**src/rtl/vdot_unit.sv**
```systemverilog
// vdot_unit: multi-cycle packed-int8 dot-product engine for the EX stage.
// Each vector word takes three cycles: fetch A, fetch B, multiply-accumulate.
// Per-lane signed 8x8 products come from an array of vdot_lane instances.

// One int8 lane: signed 8x8 -> signed 16-bit product.
module vdot_lane (
   input  logic signed [7:0]  a,
   input  logic signed [7:0]  b,
   output logic signed [15:0] prod
);
   assign prod = a * b;
endmodule

module vdot_unit #(
   parameter int LEN_W = 8
) (
   input  logic             clk,
   input  logic             rst,
   input  logic             start,
   input  logic             flush,
   input  logic [31:0]      a_base,
   input  logic [31:0]      b_base,
   input  logic [LEN_W-1:0] len,
   output logic             mem_req,
   output logic [31:0]      mem_addr,
   input  logic [31:0]      mem_rdata,
   output logic [31:0]      result,
   output logic             done,
   output logic             busy,
   output logic             stall
);

   localparam int NUM_LANES = 4;
   localparam int VEC_W     = 8;

   typedef enum logic [2:0] {
      IDLE = 3'd0,
      RD_A = 3'd1,
      RD_B = 3'd2,
      MAC  = 3'd3,
      DONE = 3'd4
   } state_t;

   state_t state, state_nxt;

   logic [31:0]      a_ptr, b_ptr;
   logic [31:0]      a_word;
   logic [31:0]      acc, acc_nxt, dot;
   logic [LEN_W-1:0] cnt;
   logic             last_word;

   logic [NUM_LANES-1:0][2*VEC_W-1:0] prod;

   // During MAC, mem_rdata carries word B while a_word holds word A.
   genvar gi;
   generate
      for (gi = 0; gi < NUM_LANES; gi++) begin : g_lane
         vdot_lane u_lane (
            .a    (a_word[VEC_W*gi +: VEC_W]),
            .b    (mem_rdata[VEC_W*gi +: VEC_W]),
            .prod (prod[gi])
         );
      end
   endgenerate

   // Sign-extend each lane product and sum modulo 2^32.
   always_comb begin
      dot = '0;
      for (int i = 0; i < NUM_LANES; i++)
         dot = dot + {{(32-2*VEC_W){prod[i][2*VEC_W-1]}}, prod[i]};
      acc_nxt = acc + dot;
   end

   assign last_word = (cnt == LEN_W'(1));

   // Next-state and memory-port / handshake outputs.
   always_comb begin
      state_nxt = state;
      mem_req   = 1'b0;
      mem_addr  = 32'd0;
      done      = 1'b0;
      case (state)
         IDLE: begin
            if (start && !flush)
               state_nxt = (len == '0) ? DONE : RD_A;
         end
         RD_A: begin
            mem_req   = 1'b1;
            mem_addr  = a_ptr;
            state_nxt = RD_B;
         end
         RD_B: begin
            mem_req   = 1'b1;
            mem_addr  = b_ptr;
            state_nxt = MAC;
         end
         MAC: begin
            state_nxt = last_word ? DONE : RD_A;
         end
         DONE: begin
            // A flush landing on the DONE cycle kills the writeback.
            done      = !flush;
            state_nxt = IDLE;
         end
         default: state_nxt = IDLE;
      endcase
      if (flush)
         state_nxt = IDLE;
   end

   assign busy  = (state != IDLE);
   assign stall = !rst && (((state == IDLE) && start && !flush) ||
                           (state == RD_A) || (state == RD_B) || (state == MAC));

   // State register.
   always_ff @(posedge clk) begin
      if (rst) state <= IDLE;
      else     state <= state_nxt;
   end

   // Datapath: operand latch, word capture, accumulate, result on entry to DONE.
   always_ff @(posedge clk) begin
      if (rst) begin
         a_ptr  <= '0;
         b_ptr  <= '0;
         a_word <= '0;
         acc    <= '0;
         cnt    <= '0;
         result <= '0;
      end else if (!flush) begin
         case (state)
            IDLE: begin
               if (start) begin
                  a_ptr <= a_base & ~32'h3;
                  b_ptr <= b_base & ~32'h3;
                  cnt   <= len;
                  acc   <= '0;
                  if (len == '0)
                     result <= '0;
               end
            end
            RD_B: a_word <= mem_rdata;
            MAC: begin
               acc   <= acc_nxt;
               a_ptr <= a_ptr + 32'd4;
               b_ptr <= b_ptr + 32'd4;
               cnt   <= cnt - LEN_W'(1);
               if (last_word)
                  result <= acc_nxt;
            end
            default: ;
         endcase
      end
   end

endmodule

```
**config.mk**
```make
export PLATFORM = sky130hd
export DESIGN_NAME = vdot_unit
export DESIGN_NICKNAME = d
export VERILOG_FILES = /design/src/rtl/vdot_unit.sv
export SDC_FILE = /design/constraint.sdc
export NUM_CORES = 1
export LEC_CHECK = 0
export ABC_AREA = 1
export CORE_UTILIZATION = 55
export CTS_CLUSTER_DIAMETER = 30
export CTS_CLUSTER_SIZE = 12
export DETAILED_ROUTE_END_ITERATION = 10
export PLACE_DENSITY = 0.79
export SYNTH_ARGS = -nofsm -noshare
export SYNTH_HDL_FRONTEND = slang
export SYNTH_SLANG_ARGS = --single-unit
```
**constraint.sdc**
```tcl
create_clock -name clk -period 8.8 [get_ports clk]
set_clock_uncertainty 0.1 [all_clocks]
set_input_delay 0.88 -clock clk [delete_from_list [all_inputs] [get_ports clk]]
set_output_delay 0.88 -clock clk [all_outputs]
set_load 0.05 [all_outputs]
```
* After elaboration in Yosys (flattened, before gate mapping)
Index checks and enable logic that the tools add are counted.
Cells by class: add/subtract/negate cells 7, multipliers 4, equality and inequality tests 9, muxes and demuxes 19, bitwise gates (word level) 1, reduce and logical (&&, ||, !) cells 18
Operators with widths (count):
- $pmux W32 S2 | 5
- $mux W32 | 6
- $add A32 B3 Y32 const B | 2
- $mul A8 B8 Y16 | 4
- $add A32 B32 Y32 | 1
- $add A18 B16 Y19 | 1
- $add A17 B16 Y18 | 1
- $add A16 B16 Y17 | 1
- $pmux W8 S2 | 1
- $pmux W3 S4 | 1
- $mux W3 | 3
- $eq A8 B1 Y1 const B | 1
- $logic_not A8 Y1 | 1
- $mux W8 | 1
- $ne A2 B2 Y1 const B | 4
- $sub A8 B1 Y8 const B | 1
- $eq A3 B2 Y1 const B | 2
- $reduce_and A5 Y1 | 1
- $logic_and A1 B1 Y1 | 4
- $reduce_or A2 Y1 | 2
- $eq A3 B1 Y1 const B | 1
- $eq A3 B3 Y1 const B | 1
- $logic_not A3 Y1 | 1
- $logic_or A1 B1 Y1 | 3
- 7 further kinds | 9
Storage, ports and cells: register bits 171, input bits 108, output and inout port bits 68, word-level logic and storage cells 65

* Longest topological paths before layout
depth in word-level cells 7, gate-level depth with buffers 42, gate-level depth less buffers 41

* By module
Synthesis repeated with hierarchy kept, for this count alone.
Second synthesis, totals: cell total of the unflattened synthesis 3458, area, all modules 23438.7 µm²
Modules (own cells, without submodules):
- vdot_unit | times used 1, cells an instance 1833, area each 12236.7 µm², seq. area each 3343.2 µm²
- vdot_lane at g_lane[0].u_lane | times used 1, cells an instance 415, area each 2836.5 µm², seq. area each 0.0 µm²
- vdot_lane at g_lane[3].u_lane | times used 1, cells an instance 403, area each 2790.2 µm², seq. area each 0.0 µm²
- vdot_lane at g_lane[1].u_lane | times used 1, cells an instance 403, area each 2787.7 µm², seq. area each 0.0 µm²
- vdot_lane at g_lane[2].u_lane | times used 1, cells an instance 404, area each 2787.7 µm², seq. area each 0.0 µm²

* Worst setup path after synthesis
OpenSTA, ideal clock, no wires.
path type input port to flip-flop, start input port mem_rdata[16], end register result[26], setup time 70 ps, arrival time 8233 ps, data required time 8630 ps, slack 397 ps, stages 36, cells stage by stage clkbuf_1 nand2_1 fa_1 inv_1 fa_1 inv_1 fa_1 inv_1 fa_1 fa_1 fa_1 fa_1 inv_1 fa_1 inv_1 ha_1 inv_1 o21bai_1 nor2_1 nand2_1 nand2_1 nand3_1 a21boi_0 o21bai_1 xor2_1 ha_1 nand2_1 nor2_1 inv_1 nor2_1 nand4_1 nand3_1 nand2_1 nand3b_1 nand3_1 a21oi_1
On the way: longest elaborated chain between the ends 6
Ends and longest elaborated chain:
- start: declaration | RTL line 26 | input logic [31:0] mem_rdata,
- $mul A8 B8 Y16 | RTL line 11 | assign prod = a * b;
- $add A17 B16 Y18 | RTL line 70 | dot = dot + {{(32-2*VEC_W){prod[i][2*VEC_W-1]}}, prod[i]};
- $add A18 B16 Y19 | RTL line 70
- $add A32 B32 Y32 | RTL line 71 | acc_nxt = acc + dot;
- $mux W32 | RTL line 148 | if (last_word)
- $pmux W32 S2 | RTL line 131 | case (state)
- end signal: assignment | RTL line 149 | result <= acc_nxt;
- end: declaration | RTL line 27 | output logic [31:0] result,
Every way passes these cells. The select of a mux whose other input is x is not followed. A chain may end at the register's enable or synchronous reset.

* Worst setup path after layout
start input port mem_rdata[18], end register acc[30]
On the way: longest elaborated chain between the ends 5
Ends and longest elaborated chain:
- $mul A8 B8 Y16 | RTL line 11
- $add A17 B16 Y18 | RTL line 70
- $add A18 B16 Y19 | RTL line 70
- $add A32 B32 Y32 | RTL line 71
- $pmux W32 S2 | RTL line 131
- end signal: assignment | RTL line 144 | acc <= acc_nxt;
- end: declaration | RTL line 48 | logic [31:0] acc, acc_nxt, dot;
Every way passes these cells.

==> flow_summary.yaml <==
status:
  status: "finished clean"
finish:
  flow.area_growth_from_synthesis_pct: 21.3
  total_number_of_nets_in_the_final_design: 3773
  cell_area_after_layout_um2: 26500
  fill_cells: 3126
  regArea_um2: 3340
  post_route_insts_no_fill: 3732
  fin_util_pct: 68.1
  antenna_cells: 0
  final_layout_size_suffix_gt1_share_pct: 12.6
  multi_input_area_um2: 16000
setup_path:
  cpLargestDelayFamily: "adder cells"
  crit_path_max_delay_cell_type: "sky130_fd_sc_hd__fa_1"
  timing.reg2reg.setup_slack_ps: 490
  critical_path_buf_inv_count: 10
  worst_r2r_path_depth: 35
  timing.critical_path.arrival_ps: 8940
  worst_setup_path_start_kind: "input pin"
  worst_setup_path_end_kind: "register"
  reg2reg_to: "acc[30]"
  worstSetupPathType: "input pin to register"
  cpMostUsedCell: "sky130_fd_sc_hd__fa_1"
  crit_fanout: 8
  critical_path_required_ps: 9100
  worst_path_largest_cell_delay_ps: 570
  timing.rr.start: "a_word[15]"
drt:
  route.detailed.drc: 0
  totalWireLength_um: 64500
  wl_per_cell_um: 17.3
  via_per_inst: 5.44
  ant_nets: 0
  detail_route.iter0.violations: 1571
  vias: 20300
  first_pass_iters: 6
floorplan:
  dieArea_um2: 40500
  num_rows: 72
  die_w_um: 201
  floorplan.die.height_um: 201
  design.portCount: 176
  core_um2: 38900
  start_util_pct: 56.2
global_routing:
  grt_max_degree: 81
  track_usage_pct: 31.9
  grt_first_pass_wirelength_um: 103000
  grt-ovfl-total: 0
  grt_antenna_before_repair: 1
  via_count_of_the_first_global_routing_pass: 20900
cts:
  cts_inserted_buffers: 17
  clock_path_buffers: 2
  cts.hold.buffers_added: 0
  clock_insertion_delay_worst_skew_ps: 480
  clock_tree.root_cell: "sky130_fd_sc_hd__clkbuf_16"
  tritoncts_clock_tree: "yes"
  clk_pin_slew_worst_paths_ps: 70
  clock_tree.htree_level_count: 4
  cts_num_sinks: 167
synth:
  synth_top_family_by_area: "adder cells"
  synth_compound_gate_area_share_pct: 12.7
  synth_cell_type_count: 50
  postSynthCellCount: 2953
  proportion_of_netlist_area_held_by_the_largest_area_contributor_pct: 30.0
  ys_dominant_reg_cell: "sky130_fd_sc_hd__dfxtp_1"
  yosysTopAreaCell: "sky130_fd_sc_hd__fa_1"
  synthesis.area_per_instance_um2: 7.40
  synthXorXnorAreaFrac_pct: 1.28
  synth_edf_count: 0
  synth_area_leaders: "sky130_fd_sc_hd__fa_1 30%, sky130_fd_sc_hd__dfxtp_1 15%, sky130_fd_sc_hd__inv_1 12%, sky130_fd_sc_hd__nand2_1 9.8%, sky130_fd_sc_hd__ha_1 7.8%"
  area_share_of_and_or_nand_nor_cells_after_synthesis_pct: 18.1
  synthAdderAreaFrac_pct: 37.8
  netlist_top_cells_count: "703 x sky130_fd_sc_hd__inv_1, 568 x sky130_fd_sc_hd__nand2_1, 327 x sky130_fd_sc_hd__fa_1"
  ys.warnings.count: 0
  most_used_standard_cell_by_instance_count_after_synthesis: "sky130_fd_sc_hd__inv_1"
  muxShareOfSynthArea_pct: 0
  syn_area_um2: 21900
  async_reset_ff_share_pct: 0
  seq_area_frac_synth_pct: 15.3
  synth.ff_latch_count: 167
placement:
  cells_after_dpl: 3680
  preCtsSetupSlack_ps: -733
  place_congestion: 0.973
  io_buffers: 169
  instance_area_after_placement_um2: 25000
  hpwl_um: 50200
power:
  p_clk_share_pct: 10.9
  pwr-share-seq_pct: 10.5
  pwr_density_cell_nw_per_um2: 294
  sw_frac_of_total_pct: 47.8
  post-layout-total-power_mw: 7.80
  power.ir.vdd_worst_mv: 0.359
  leakagePower_nw: 13.4
  internal_power_mw: 4.07
  power.switching_mw: 3.73
  pwr-share-comb_pct: 78.5
timing:
  transition_time_of_the_tightest_slew_check_pin_ps: 974
  final-max-slew-violation-count: 0
  slew-limit-headroom_pct: 35.0
  max_clock_freq_mhz: 116
  final_hold_viol_count: 0
  grt_setup_unrepaired: "yes"
  period_share_pct: 98.2
  finalSetupViolCount: 0
  worst_path_setup_slack_after_routing_ps: 160
  clock_period_minus_worst_slack_ps: 8640
  fin_tns_setup_ps: 0
  hold-worst-slack_ps: 367
min_path:
  hold_path_depth: 2
  hold_path_startpoint: "b_ptr[31]"
  hp-class: "register to register"
  worst_min_delay_path_endpoint: "b_ptr[31]"
flow_run:
  cap_viol_max_count: 0
-- worst max path at each step --
stage	start	endpoint	slack (ps)	depth (start not counted)
after CTS	mem_rdata[31]	acc[23]	-3	35
final	mem_rdata[18]	acc[30]	160	37
after global placement	mem_rdata[16]	acc[27]	-570	36
after floorplan	mem_rdata[16]	result[26]	400	36
after detailed placement	mem_rdata[16]	acc[27]	-730	36
after global routing	mem_rdata[18]	acc[30]	-120	37
-- timing repair --
item / CTS / global route
resized for setup: 39 / 152
setup endpoints to repair: 30 / 44
endpoints found under the hold margin: 0 / 0
setup buffers: 2 / 15
cloned: 0 / 3
pin swaps: 13 / 104
-- power by group through the flow --
stage / clock, mW / sequential [mW] / combinational [mW]
2_1_floorplan: 0 / 0.832 / 2.73
3_3_place_gp: 0 / 0.835 / 4.75
3_5_place_dp: 0 / 0.836 / 4.84
4_1_cts: 0.854 / 0.819 / 5.04
5_1_grt: 0.881 / 0.826 / 6.68
6_report: 0.851 / 0.822 / 6.12
-- worst register-to-register path, delay by kind of cell (launching register included) --
kind / cells / cell delay, ps
compound gates: 8 / 1310
fa+ha+maj: 10 / 4750
simple gates: 9 / 810
buf+inv: 8 / 880
flops: 1 / 390
-- cell families (layout without fill, tap and decap cells) --
kind of cell | count (synthesis) | count (layout)
DFF | 167 | 167
buffers and inverters | 848 | 1108
AOI/OAI and AO/OA | 496 | 496
other | 1 | 2
adders and majority gates | 464 | 464
xor gates and xnor gates | 32 | 32
and+or+nand+nor | 945 | 945
-- layer usage --
layer,vias up,wire length [µm],global-route usage (%)
li1,9540,-,-
met1,9854,26300,41.1
met2,775,32300,54.7
met3,114,4200,4.84
met4,2,1740,10.4
met5,-,10,0
-- area by class of cell --
class	instances	share of cell area, %
Clock inverter	13	0.694
Tap cell	518	2.45
Sequential cell	167	12.6
Clock buffer	19	1.71
Inverter	709	10.1
Multi-Input combinational cell	1939	60.2
Timing Repair Buffer	367	12.3
-- flip-flops by register name, indices dropped and copies added, names as in the netlist --
register	flops
a_word	32
acc	32
result	32
a_ptr	30
b_ptr	30
cnt	8
state	3
-- cells in the final DEF (no fill, tap or decap), types with 12 or more instances in the layout --
master / instances
sky130_fd_sc_hd__inv_1: 691
sky130_fd_sc_hd__nand2_1: 548
sky130_fd_sc_hd__fa_1: 311
sky130_fd_sc_hd__buf_4: 188
sky130_fd_sc_hd__o21ai_0: 176
sky130_fd_sc_hd__dfxtp_1: 167
sky130_fd_sc_hd__a21oi_1: 161
sky130_fd_sc_hd__nor2_1: 158
sky130_fd_sc_hd__clkdlybuf4s50_1: 142
sky130_fd_sc_hd__ha_1: 113
sky130_fd_sc_hd__nand3_1: 92
sky130_fd_sc_hd__o211ai_1: 33
sky130_fd_sc_hd__nor3_1: 30
sky130_fd_sc_hd__o22ai_1: 27
sky130_fd_sc_hd__xor2_1: 27
sky130_fd_sc_hd__ha_4: 23
sky130_fd_sc_hd__nand2_2: 22
sky130_fd_sc_hd__or2_2: 21
sky130_fd_sc_hd__clkbuf_16: 18
sky130_fd_sc_hd__a21oi_2: 17
sky130_fd_sc_hd__fa_2: 16
sky130_fd_sc_hd__inv_2: 15
sky130_fd_sc_hd__nor2_2: 15
sky130_fd_sc_hd__nand4_1: 15
sky130_fd_sc_hd__dlymetal6s2s_1: 15
sky130_fd_sc_hd__a221oi_1: 13
sky130_fd_sc_hd__nor4_1: 12
(Power assumes the default switching activity.)
